## config.mk

```make
export PLATFORM = sky130hd
export DESIGN_NAME = cam_line_fifo
export DESIGN_NICKNAME = d
export VERILOG_FILES = /design/src/rtl/cam_line_fifo.sv
export SDC_FILE = /design/constraint.sdc
export NUM_CORES = 1
export LEC_CHECK = 0
export BUFFER_PORTS_ARGS = -buffer_cell sky130_fd_sc_hd__buf_2
export CAP_MARGIN = 20
export CELL_PAD_IN_SITES_DETAIL_PLACEMENT = 0
export CELL_PAD_IN_SITES_GLOBAL_PLACEMENT = 1
export CORE_MARGIN = 1.5
export CORE_UTILIZATION = 48
export CTS_BUF_LIST = sky130_fd_sc_hd__clkbuf_8
export DETAILED_ROUTE_END_ITERATION = 7
export PLACE_DENSITY_LB_ADDON = 0.05
export SLEW_MARGIN = 20
export SYNTH_ARGS = -nofsm -noshare
export SYNTH_HDL_FRONTEND = slang
export SYNTH_SLANG_ARGS = --single-unit
export TNS_END_PERCENT = 30
```

## constraint.sdc

```tcl
create_clock -name pclk -period 3.22 [get_ports pclk]
set_clock_uncertainty 0.1 [all_clocks]
set_input_delay 0.322 -clock pclk [delete_from_list [all_inputs] [get_ports pclk]]
set_output_delay 0.322 -clock pclk [all_outputs]
set_load 0.01 [all_outputs]
```

## src/rtl/cam_line_fifo.sv

```systemverilog
// cam_line_fifo: capture FIFO between the camera pixel port and downstream
// consumers. Only pixels seen during active line time (href high, vsync low)
// are stored. Each stored word is tagged {sof, sol, data}. The block also
// reports occupancy, sticky per-frame overflow/underflow flags and a line count.
// Everything runs on the rising edge of pclk and uses a synchronous active-low reset.
//
// Optional feature: define FRAME_DROP_EN so that, after the first write is
// dropped for lack of space, the rest of that frame is discarded. This way no
// partial line reaches the consumers. With the macro undefined, only the
// individual words that meet a full FIFO are lost.

module cam_line_fifo #(
  parameter int DATA_W     = 9,
  parameter int DEPTH_LOG2 = 4,
  parameter int AFULL_LVL  = 12,
  parameter int LINE_W     = 9
) (
  input  logic                  pclk,
  input  logic                  reset,
  input  logic                  href,
  input  logic                  vsync,
  input  logic [DATA_W-1:0]     din,
  input  logic                  rd,
  output logic [DATA_W+1:0]     dout,
  output logic                  dout_valid,
  output logic                  empty,
  output logic                  full,
  output logic                  afull,
  output logic [DEPTH_LOG2:0]   level,
  output logic                  overflow,
  output logic                  underflow,
  output logic [LINE_W-1:0]     line_cnt
);

  localparam int DEPTH = 1 << DEPTH_LOG2;
  localparam int LVL_W = DEPTH_LOG2 + 1;
  localparam logic [DEPTH_LOG2:0] FULL_LVL = DEPTH[DEPTH_LOG2:0];
  localparam logic [DEPTH_LOG2:0] AFULL_L  = AFULL_LVL[DEPTH_LOG2:0];

  logic [DATA_W+1:0]     mem_q [DEPTH];

  logic                  href_q, href_d;
  logic                  vsync_q, vsync_d;
  logic                  sof_pend_q, sof_pend_d;
  logic [DEPTH_LOG2-1:0] wr_ptr_q, wr_ptr_d;
  logic [DEPTH_LOG2-1:0] rd_ptr_q, rd_ptr_d;
  logic [DEPTH_LOG2:0]   level_q, level_d;
  logic [DATA_W+1:0]     dout_q, dout_d;
  logic                  dout_valid_q, dout_valid_d;
  logic                  overflow_q, overflow_d;
  logic                  underflow_q, underflow_d;
  logic [LINE_W-1:0]     line_cnt_q, line_cnt_d;

  logic                  sol_edge;
  logic                  sof_edge;
  logic                  wr_req;
  logic                  rd_ok;
  logic                  rd_empty;
  logic                  level_full;
  logic                  space_ok;
  logic                  wr_ok;
  logic                  drop_full;
  logic [DATA_W+1:0]     wdata;

`ifdef FRAME_DROP_EN
  logic                  drop_frame_q, drop_frame_d;
`endif

  // Edge detection, request qualification and acceptance decisions
  always_comb begin
    sol_edge   = href & ~href_q;
    sof_edge   = vsync_q & ~vsync;
    wr_req     = href & ~vsync;
    rd_empty   = rd & (level_q == '0);
    rd_ok      = rd & (level_q != '0);
    level_full = (level_q == FULL_LVL);
    // a read in the same cycle frees the slot the write is about to take
    space_ok   = ~level_full | rd_ok;
    drop_full  = wr_req & ~space_ok;
`ifdef FRAME_DROP_EN
    wr_ok      = wr_req & space_ok & ~drop_frame_q;
`else
    wr_ok      = wr_req & space_ok;
`endif
    // a frame start seen this very cycle still tags the word being written
    wdata      = {sof_pend_q | sof_edge, sol_edge, din};
  end

  // Next-state computation for pointers, level, output word and frame flags
  always_comb begin
    href_d       = href;
    vsync_d      = vsync;

    sof_pend_d   = sof_pend_q | sof_edge;
    if (wr_ok) begin
      sof_pend_d = 1'b0;
    end

    line_cnt_d   = sof_edge ? '0 : line_cnt_q;
    if (sol_edge && !vsync && (line_cnt_d != '1)) begin
      line_cnt_d = line_cnt_d + LINE_W'(1);
    end

    overflow_d   = sof_edge ? 1'b0 : overflow_q;
    if (drop_full) begin
      overflow_d = 1'b1;
    end

    underflow_d  = sof_edge ? 1'b0 : underflow_q;
    if (rd_empty) begin
      underflow_d = 1'b1;
    end

    wr_ptr_d     = wr_ok ? wr_ptr_q + DEPTH_LOG2'(1) : wr_ptr_q;
    rd_ptr_d     = rd_ok ? rd_ptr_q + DEPTH_LOG2'(1) : rd_ptr_q;

    level_d      = level_q;
    if (wr_ok && !rd_ok) begin
      level_d    = level_q + LVL_W'(1);
    end else if (rd_ok && !wr_ok) begin
      level_d    = level_q - LVL_W'(1);
    end

    dout_d       = rd_ok ? mem_q[rd_ptr_q] : dout_q;
    dout_valid_d = rd_ok;

`ifdef FRAME_DROP_EN
    drop_frame_d = sof_edge ? 1'b0 : drop_frame_q;
    if (drop_full) begin
      drop_frame_d = 1'b1;
    end
`endif
  end

  // Storage array; contents need no reset because the pointers and level do
  always_ff @(posedge pclk) begin
    if (reset && wr_ok) begin
      mem_q[wr_ptr_q] <= wdata;
    end
  end

  // State registers with synchronous active-low reset
  always_ff @(posedge pclk) begin
    if (!reset) begin
      href_q       <= 1'b0;
      vsync_q      <= 1'b0;
      sof_pend_q   <= 1'b0;
      wr_ptr_q     <= '0;
      rd_ptr_q     <= '0;
      level_q      <= '0;
      dout_q       <= '0;
      dout_valid_q <= 1'b0;
      overflow_q   <= 1'b0;
      underflow_q  <= 1'b0;
      line_cnt_q   <= '0;
`ifdef FRAME_DROP_EN
      drop_frame_q <= 1'b0;
`endif
    end else begin
      href_q       <= href_d;
      vsync_q      <= vsync_d;
      sof_pend_q   <= sof_pend_d;
      wr_ptr_q     <= wr_ptr_d;
      rd_ptr_q     <= rd_ptr_d;
      level_q      <= level_d;
      dout_q       <= dout_d;
      dout_valid_q <= dout_valid_d;
      overflow_q   <= overflow_d;
      underflow_q  <= underflow_d;
      line_cnt_q   <= line_cnt_d;
`ifdef FRAME_DROP_EN
      drop_frame_q <= drop_frame_d;
`endif
    end
  end

  assign dout       = dout_q;
  assign dout_valid = dout_valid_q;
  assign level      = level_q;
  assign empty      = (level_q == '0);
  assign full       = (level_q == FULL_LVL);
  assign afull      = (level_q >= AFULL_L);
  assign overflow   = overflow_q;
  assign underflow  = underflow_q;
  assign line_cnt   = line_cnt_q;

endmodule

```

; After elaboration in Yosys (flattened, before gate mapping)
; Memories as Yosys holds them, arrays and structs flattened. A register that Yosys moved wholly into a read port is not among the register bits.
; Index checks and enable logic that the tools add are counted.
; W data, S select, Z words.
[classes]
addsub = 5
magnitude_cmp = 1
eq_ne = 2
muxes = 9
bitwise = 14
n_reduce_logical = 15
[op_table]
columns = operator, count
row1 = $mux W9, 2
row2 = $mux W5, 2
row3 = $add A9 B1 Y9 const B, 1
row4 = $ne A9 B9 Y1 const B, 1
row5 = $add A4 B1 Y4 const B, 2
row6 = $and A1 B1 Y1, 7
row7 = $reduce_bool A2 Y1, 3
row8 = $add A5 B1 Y5 const B, 1
row9 = $eq A5 B5 Y1 const B, 1
row10 = $ge A5 B4 Y1 const B, 1
row11 = $logic_and A1 B1 Y1, 5
row12 = $logic_not A5 Y1, 1
row13 = $mux W1, 5
row14 = $not A1 Y1, 5
row15 = $reduce_bool A5 Y1, 1
row16 = $sub A5 B1 Y5 const B, 1
row17 = $logic_not A1 Y1, 4
row18 = $or A1 B1 Y1, 2
row19 = $reduce_or A2 Y1, 1
[totals]
register_bits = 28
mem_bits_rw = 176
input_bits = 14
output_inout_bits = 31
wordCells = 57
mem_count = 1
[mem_list]
columns = memory, depth, word_bits, read_ports, rd_clocked_by_memory_dff, wr, line
row1 = mem_q, 16, 11, 1, 1, 1, 40  ; logic [DATA_W+1:0] mem_q [DEPTH];

; Depth between registers and ports, before layout
; Gate-level depths: netlist of the first run.
[depth]
ltp_word = 8
mapped_depth = 13
ltp_nobuf = 10

; Worst setup path after synthesis of the first run
; Ideal clock, no wire load.
[synth_path]
path_type = register to register
from = register level_q[0], in the netlist level[0]
to = register level_q[4], in the netlist level[4]
setup_ns = 0.072
arrival_time_ns = 2.899
required_ns = 3.048
slack_ns = 0.149
path_stages_with_launch = 14
n_path_buf = 3
period_less_slack_ns = 3.071
cell_sequence = dfxtp_1 -> or4_4 -> buf_6 -> o21a_1 -> buf_6 -> buf_8 -> inv_1 -> ha_1 -> inv_1 -> fa_1 -> a21o_1 -> a21oi_1 -> mux2i_1 -> mux2i_1
[synth_via]
elab_chain_cells = 7
word_cells_on_any_way = 15
cone_classes = add/sub (2) / eq/ne (1) / mux (2) / bitwise (4) / reduce/logical (6)
[synth_rtl]
columns = item, line
row1 = from (decl), 47  ; logic [DEPTH_LOG2:0] level_q, level_d;
row2 = from (signal assigned), 165  ; level_q <= level_d;
row3 = $reduce_bool A5 Y1 / $eq A5 B5 Y1 (equally long branches), "75, 76"
row4 = $and A1 B1 Y1 / $not A1 Y1 (equally long branches), "75, 78"
row5 = $or A1 B1 Y1, 78  ; space_ok = ~level_full | rd_ok;
row6 = $and A1 B1 Y1, 83  ; wr_ok = wr_req & space_ok;
row7 = $logic_not A1 Y1, 120  ; end else if (rd_ok && !wr_ok) begin
row8 = $logic_and A1 B1 Y1, 120
row9 = $reduce_bool A2 Y1 (no source line), -
; Several ways; a longest one is shown, not always the timed one. The select of a mux whose other input is x is not followed.
; A chain may end at the register's enable or synchronous reset.

; Worst setup path after layout of the first run
[layout_path]
from = register level_q[0], in the netlist level[0]
to = register level_q[4], in the netlist level[4]
[layout_via]
elab_chain_cells = 7
word_cells_on_any_way = 15
cone_classes = add/sub (2) / eq/ne (1) / mux (2) / bitwise (4) / reduce/logical (6)
[layout_rtl]
columns = item, line
row1 = $reduce_bool A5 Y1 / $eq A5 B5 Y1 (equally long branches), "75, 76"
row2 = $and A1 B1 Y1 / $not A1 Y1 (equally long branches), "75, 78"
row3 = $or A1 B1 Y1 (*), 78
row4 = $and A1 B1 Y1 (*), 83
row5 = via wr_ok, 61  ; logic wr_ok;
row6 = $logic_not A1 Y1, 120
row7 = $logic_and A1 B1 Y1, 120
row8 = $reduce_bool A2 Y1 (no source line), -
; The timed path passes the listed nets; every way through them passes the cells marked *. The select of a mux whose other input is x is not followed.

==> results of run 1 <==
cell usage in the layout, fill, tap and decap left out, types with 2 or more instances in the layout:
cell type	instances
edfxtp_1	176
mux2i_1	92
o22ai_1	44
buf_2	44
clkbuf_8	41
nor2_1	39
dfxtp_1	38
buf_4	28
inv_1	24
a21oi_1	17
nand2_1	16
nor4_1	11
ha_1	11
xor2_1	7
and2_1	6
nand3_1	6
clkinv_1	6
xnor2_1	6
nand2b_1	5
nand3b_1	5
o21ai_1	5
o21ai_0	5
nand4_1	4
or3_1	4
o211ai_1	4
and3_1	3
or3b_2	3
o21ai_2	3
a21oi_2	3
nor2b_1	2
a21o_1	2
a22oi_1	2
dlygate4sd3_1	2
stage by stage:
stage	std cells	util [%]	power, mW	hold WS, ns	setup WS (ns)
2_1_floorplan	565	-	4.03	0.321	0.149
3_3_place_gp	833	52.6	4.37	0.384	0.263
3_5_place_dp	833	52.6	4.39	0.405	0.137
4_1_cts	902	56.7	6.69	0.00273	0.119
5_1_grt	902	56.8	6.94	0.0705	0.0609
6_report	902	56.8	6.63	0.0217	0.270
repair_timing:
action                                  4_1_cts  5_1_grt
endpoints found under the setup margin        0        1
gates resized for setup                       0        2
hold buffers                                  2        0
endpoints found under the hold margin         2        0
power by group through the flow:
stage	registers [mW]	clock network (mW)	logic [mW]
CTS	3.24	2.34	1.11
finish	3.24	2.29	1.10
global placement	3.28	0	1.09
floorplan	3.30	0	0.733
detailed placement	3.29	0	1.10
global route	3.25	2.47	1.22
cell type report:
cell class | count | area (µm²) | share of cell area (%)
Sequential cell | 215 | 6070 | 61.6
Multi-Input combinational cell | 313 | 2320 | 23.5
Clock buffer | 41 | 564 | 5.72
Timing Repair Buffer | 75 | 470 | 4.77
Tap cell | 225 | 282 | 2.86
Clock inverter | 26 | 128 | 1.29
Inverter | 7 | 26.3 | 0.267
sequential cells by signal, summed over array words and instances, names as in the netlist:
register / flops
vsync_q: 1
rd_ptr_q: 4
overflow: 1
href_q: 1
dout_valid: 1
underflow: 1
sof_pend_q: 1
mem_q: 176
wr_ptr_q: 4
level: 5
dout: 11
line_cnt: 9
routing by layer:
| metal | vias to the layer above | GRT usage, % |
|---|---|---|
| met3 | 32 | 4.56 |
| li1 | 2344 | - |
| met1 | 2426 | 29.1 |
| met4 | 0 | 8.87 |
| met5 | - | 0 |
| met2 | 141 | 34.8 |
cell families (layout without fill, tap and decap cells):
kind of cell    after synthesis  in the layout  synth area share, %
fa+ha+maj                    12             12                 1.84
xor+xnor                     13             13                 1.33
mux                          92             92                 10.8
flops                       215            215                 70.8
buf+inv                      37            149                 2.19
compound gates               89             89                 6.49
simple gates                107            107                 6.55
worst max path at each step:
stage / from / end / slack [ns] / cells after the start
global route: level[0] / level[4] / 0.06 / 10
global placement: level[0] / level[4] / 0.26 / 10
floorplan: level[0] / level[4] / 0.15 / 13
CTS: level[0] / level[4] / 0.12 / 10
detailed placement: level[0] / level[4] / 0.14 / 10
finish: level[0] / level[4] / 0.27 / 10
worst max-delay path, cell delays in order (launching register included):
cell	delay, ns
dfxtp_1	0.36
or4_4	0.62
o21ai_4	0.22
inv_1	0.14
ha_1	0.24
inv_2	0.11
ha_1	0.27
a21o_1	0.19
a21oi_1	0.18
mux2i_1	0.23
mux2i_1	0.20
==> results.cfg, run 1 <==
[synth]
synth_edf_count = 176
synth_common_cells = 176 x edfxtp_1, 92 x mux2i_1, 44 x o22ai_1
synth-seq-cells = 215
syn_area_per_cell_um2 = 15.2
ys_async_sr_fraction_pct = 0
syn-num-nets = 591
synth_top_area_share_pct = 61.7
yosys.cell_types.count = 40
synth_area_leader_cell = edfxtp_1
synth.most_common_cell = edfxtp_1
ys_warn_count = 0
ys.flop_type = edfxtp_1
synth.area.top_cells = edfxtp_1 62%, mux2i_1 11%, dfxtp_1 9.1%
yosysSeqAreaShare_pct = 70.8
syn_area_um2 = 8560
netlist_instances = 565

[worst_setup_path]
r2r_start = level[0]
r2r-end = level[4]
endpoint_kind = flop
reg2reg_setup_slack_ns = 0.27
r2r_cells = 10
crit_fanout = 8
worstPathRequired_ns = 3.58
crit_arrival_ns = 3.31
path_class = reg2reg
crit_path_start_kind = flop

[global_routing]
grt_pass1_vias = 4944
grt_pass1_wl_um = 29300
grt_max_degree = 34
antenna_found_initial = 0
grt_overflow = 0
grtUsageTotal_pct = 21.8

[pwr]
power.share.clock_pct = 34.5
power.density_nw_per_um2 = 672
intPower_mw = 4.80
combPwrFrac_pct = 16.7
power.share.switching_pct = 27.6
ir_worst_vdd_mv = 0.540
leakagePower_nw = 3.34
switchingPower_mw = 1.83
pwr-share-seq_pct = 48.8

[clock_network]
clk_latency_ns = 0.53
cts_sinks = 215
cts_buffers = 37
ctsHtreeMaxLevel = 2
cts_buffer_depth = 3
root_buffer = clkbuf_8
postCtsSetupBuffers = 0
clkTransAtPathRegs_ns = 0.06
cts_tree = built

[run]
maxCapViolations = 0

[hold_path]
hp-class = in2reg
min_from = rd
holdPathStages = 3
min_to = underflow

[floorplan]
start_util_pct = 49.3
die_area_um2 = 18600
dieWidth_um = 137
core_region_area_um2 = 17400
io_pins = 45
rows = 48
dieHeight_um = 137

[route]
post_drt_wl_per_cell_um = 21.2
antenna_left = 0
wl_met3_um = 1070
dr.max_layer_used = met4
wl_um = 19100
drc = 0
first_pass_iters = 4
vias = 4943
wl_met1_um = 8320
met2_length_um = 9230
via_per_inst = 5.48
drt-initial-drc-count = 305

[sta]
timing.final.crit_share_pct = 91.6
drv_slew = 0
finalCriticalPeriod_ns = 2.95
finalSetupViolations = 0
finalHoldViolCount = 0
rsz0062_at_grt = false
fmax_mhz = 339
tns_ns = 0
tightest_slew_ns = 1.03
slew_headroom_pct = 30.8

[cells_and_area]
nets = 675
area.growth.synth_to_final_pct = 15.1
fin_area_um2 = 9860
drive_above_1_share_pct = 19.4
n_fill_cell = 1434
diodes = 0

[status]
outcome = complete, no violations

[place]
io_buffer_count = 44
hpwl_um = 11800
dpl_cell_area_um2 = 9140
gp_congestion = 0.741
(Power assumes the default switching activity.)
==> run 2, diff against run 1 <==
--- a/config.mk
+++ b/config.mk
@@ -5,13 +5,14 @@
 export SDC_FILE = /design/constraint.sdc
 export NUM_CORES = 1
 export LEC_CHECK = 0
+export ABC_AREA = 1
 export BUFFER_PORTS_ARGS = -buffer_cell sky130_fd_sc_hd__buf_2
 export CAP_MARGIN = 20
 export CELL_PAD_IN_SITES_DETAIL_PLACEMENT = 0
 export CELL_PAD_IN_SITES_GLOBAL_PLACEMENT = 1
 export CORE_MARGIN = 1.5
-export CORE_UTILIZATION = 48
-export CTS_BUF_LIST = sky130_fd_sc_hd__clkbuf_8
+export CORE_UTILIZATION = 45
+export CTS_BUF_LIST = sky130_fd_sc_hd__clkbuf_4 sky130_fd_sc_hd__clkbuf_8
 export DETAILED_ROUTE_END_ITERATION = 7
 export PLACE_DENSITY_LB_ADDON = 0.05
 export SLEW_MARGIN = 20
==> run 2 against run 1 <==
Against the previous run:
- global-route usage up 0.16 points
- cell count grew 50%
- via count grew 33%
- area after synthesis rose by 11%
- register-to-register slack better by 0.45 ns
- synthesized cell count grew 73%
- flip-flop and latch count stayed put
- final area up 10%
- combinational power up 70%
- sequential power barely moved
==> results.cfg, run 2 <==
[global_routing]
grt_max_degree = 53
grtUsageTotal_pct = 21.9
grt_pass1_wl_um = 36200
grt_overflow = 0
grt_pass1_vias = 6498
antenna_found_initial = 0

[place]
hpwl_um = 14000
preCtsSetupSlack_ns = 0.698
io_buffer_count = 44
gp_congestion = 0.772
placed_cells = 1284

[worst_setup_path]
r2r_start = level[1]
crit_arrival_ns = 2.85
reg2reg_setup_slack_ns = 0.72
path_class = in2reg
crit_path_start_kind = input pin
cp-startpoint = vsync
r2r-end = level[4]
worstPathRequired_ns = 3.54
r2r_cells = 15
endpoint_kind = flop
crit_end = line_cnt[7]
crit_fanout = 12

[sta]
fmax_mhz = 396
rsz0062_at_grt = false
drv_slew = 0
tns_ns = 0
tightest_slew_ns = 0.661
finalCriticalPeriod_ns = 2.52
timing.final.crit_share_pct = 78.4
fin_ws_ns = 0.697
finalHoldViolCount = 0
slew_headroom_pct = 55.8
finalSetupViolations = 0

[clock_network]
clk_latency_ns = 0.53
clkTransAtPathRegs_ns = 0.06
cts_tree = built
postCtsSetupBuffers = 0
cts_resized = 0
cts_buffers = 38
root_buffer = clkbuf_8
cts_buffer_depth = 3
ctsHtreeMaxLevel = 2
cts_sinks = 215
cts_hold_buf = 3

[cells_and_area]
n_fill_cell = 1925
drive_above_1_share_pct = 16.3
diodes = 0
area.growth.synth_to_final_pct = 14.3
largest_reg_flops = 176
seq_area_um2 = 6070
top_register = mem_q
mostFrequentLayoutCell = nand2_1
multi_input_area_um2 = 2640
fin_cells = 1355
layout_common_cells = 312 x nand2_1, 176 x edfxtp_1, 133 x nand3_1
nets = 1083

[route]
antenna_left = 0
drt-initial-drc-count = 337
wl_um = 23100
vias = 6595
post_drt_wl_per_cell_um = 17.0
via_per_inst = 4.87
first_pass_iters = 5
drc = 0

[pwr]
combPwrFrac_pct = 24.7
p_total_mw = 7.57
power.density_nw_per_um2 = 697
ir_worst_vdd_mv = 0.436
pwr-share-seq_pct = 42.4
intPower_mw = 5.10
leakagePower_nw = 4.74
switchingPower_mw = 2.46
power.share.switching_pct = 32.6
power.share.clock_pct = 32.9

[synth]
synth_top_family_by_area = simple AND/OR/NAND/NOR gates
synth_top_area_share_pct = 55.7
synth-compound-area-share_pct = 1.95
synthSimpleGateAreaFrac_pct = 23.6
synth_common_cells = 312 x nand2_1, 176 x edfxtp_1, 133 x nand3_1
synth.most_common_cell = nand2_1
netlist_instances = 979
syn_area_per_cell_um2 = 9.70
synth_edf_count = 176
yosysSeqAreaShare_pct = 63.9
synth_xor_xnor_area_share_pct = 0.553
yosys.cell_types.count = 33
ys.flop_type = edfxtp_1
syn_area_um2 = 9500
syn-num-nets = 1005
synthAdderAreaFrac_pct = 1.66
muxShareOfSynthArea_pct = 0
synth.area.top_cells = edfxtp_1 56%, nand2_1 12%, dfxtp_1 8.2%
ys_warn_count = 0
synth-seq-cells = 215
ys_async_sr_fraction_pct = 0
synth_area_leader_cell = edfxtp_1

[hold_path]
hp-class = in2reg
min_from = din[6]

[floorplan]
dieHeight_um = 148
start_util_pct = 46.3
io_pins = 45
die_area_um2 = 22000
rows = 52
core_region_area_um2 = 20500
dieWidth_um = 148

[status]
outcome = complete, no violations

[run]
maxCapViolations = 0
run 2: cell count changes after synthesis, sizes merged, moves of 20 or more:
cell	previous run	this run
o22ai	44	0
buf	17	37
nand3	6	134
mux2i	92	0
nor2	39	63
inv	6	140
nand2	16	323
run 2: routing by layer:
layer  up-vias  track usage [%]  part of all wire (%)
met5         -                0                     0
met4         0             6.93                   2.1
met3        45             3.77                   4.8
met2       131             36.1                    47
met1      3104             29.8                    46
li1       3315                -                     -
run 2: power groups by stage:
stage | sequential (mW) | combinational (mW) | clock [mW]
floorplan | 3.29 | 1.32 | 0
global placement | 3.26 | 1.90 | 0
detailed placement | 3.27 | 1.89 | 0
global route | 3.23 | 2.12 | 2.66
CTS | 3.21 | 1.90 | 2.55
finish | 3.21 | 1.87 | 2.49
run 2: per-stage QoR:
stage | area, µm² | hold slack [ns] | utilization (%)
finish | 10900 | 0.0878 | 52.9
global placement | 10100 | 0.341 | 49.1
global route | 10900 | 0.0766 | 52.9
floorplan | 9500 | 0.315 | -
CTS | 10900 | 0.0607 | 52.9
detailed placement | 10100 | 0.359 | 49.1
run 2: critical path: stages:
cell and delay (ns):
dlygate4sd3_1 0.53, buf_2 0.15, inv_2 0.05, nand2_2 0.17
nand2_1 0.15, inv_1 0.05, ha_1 0.19, nand3_1 0.14
nor4_1 0.07, ha_1 0.20, nor2_1 0.19, nand3_2 0.10
nor2_2 0.15, nand2_1 0.08, nor2_1 0.13, nand2_1 0.07
nand2_1 0.06, nor2_1 0.04
run 2: cell families after synthesis:
| kind of cell | count (synthesis) |
|---|---|
| and+or+nand+nor | 526 |
| DFF | 215 |
| buffers and inverters | 184 |
| AOI/OAI and AO/OA | 36 |
| adders and majority gates | 12 |
| xor gates and xnor gates | 6 |
run 2: worst min path at each step:
stage / end / slack, ns / cells after the start
6_report: mem_q[9][6] / 0.09 / 1
2_1_floorplan: href_q / 0.32 / 2
3_3_place_gp: sof_pend_q / 0.34 / 2
5_1_grt: mem_q[2][1] / 0.08 / 1
4_1_cts: mem_q[6][6] / 0.06 / 1
3_5_place_dp: sof_pend_q / 0.36 / 2
run 2: layout make-up:
class                   instances  area share (%)
well taps                     270            3.11
repair buffers                 82            4.73
clock buffers                  57            6.48
inverters                     140            4.89
multi-input cells             580            24.3
flip-flops and latches        215            55.9
clock inverters                11           0.519
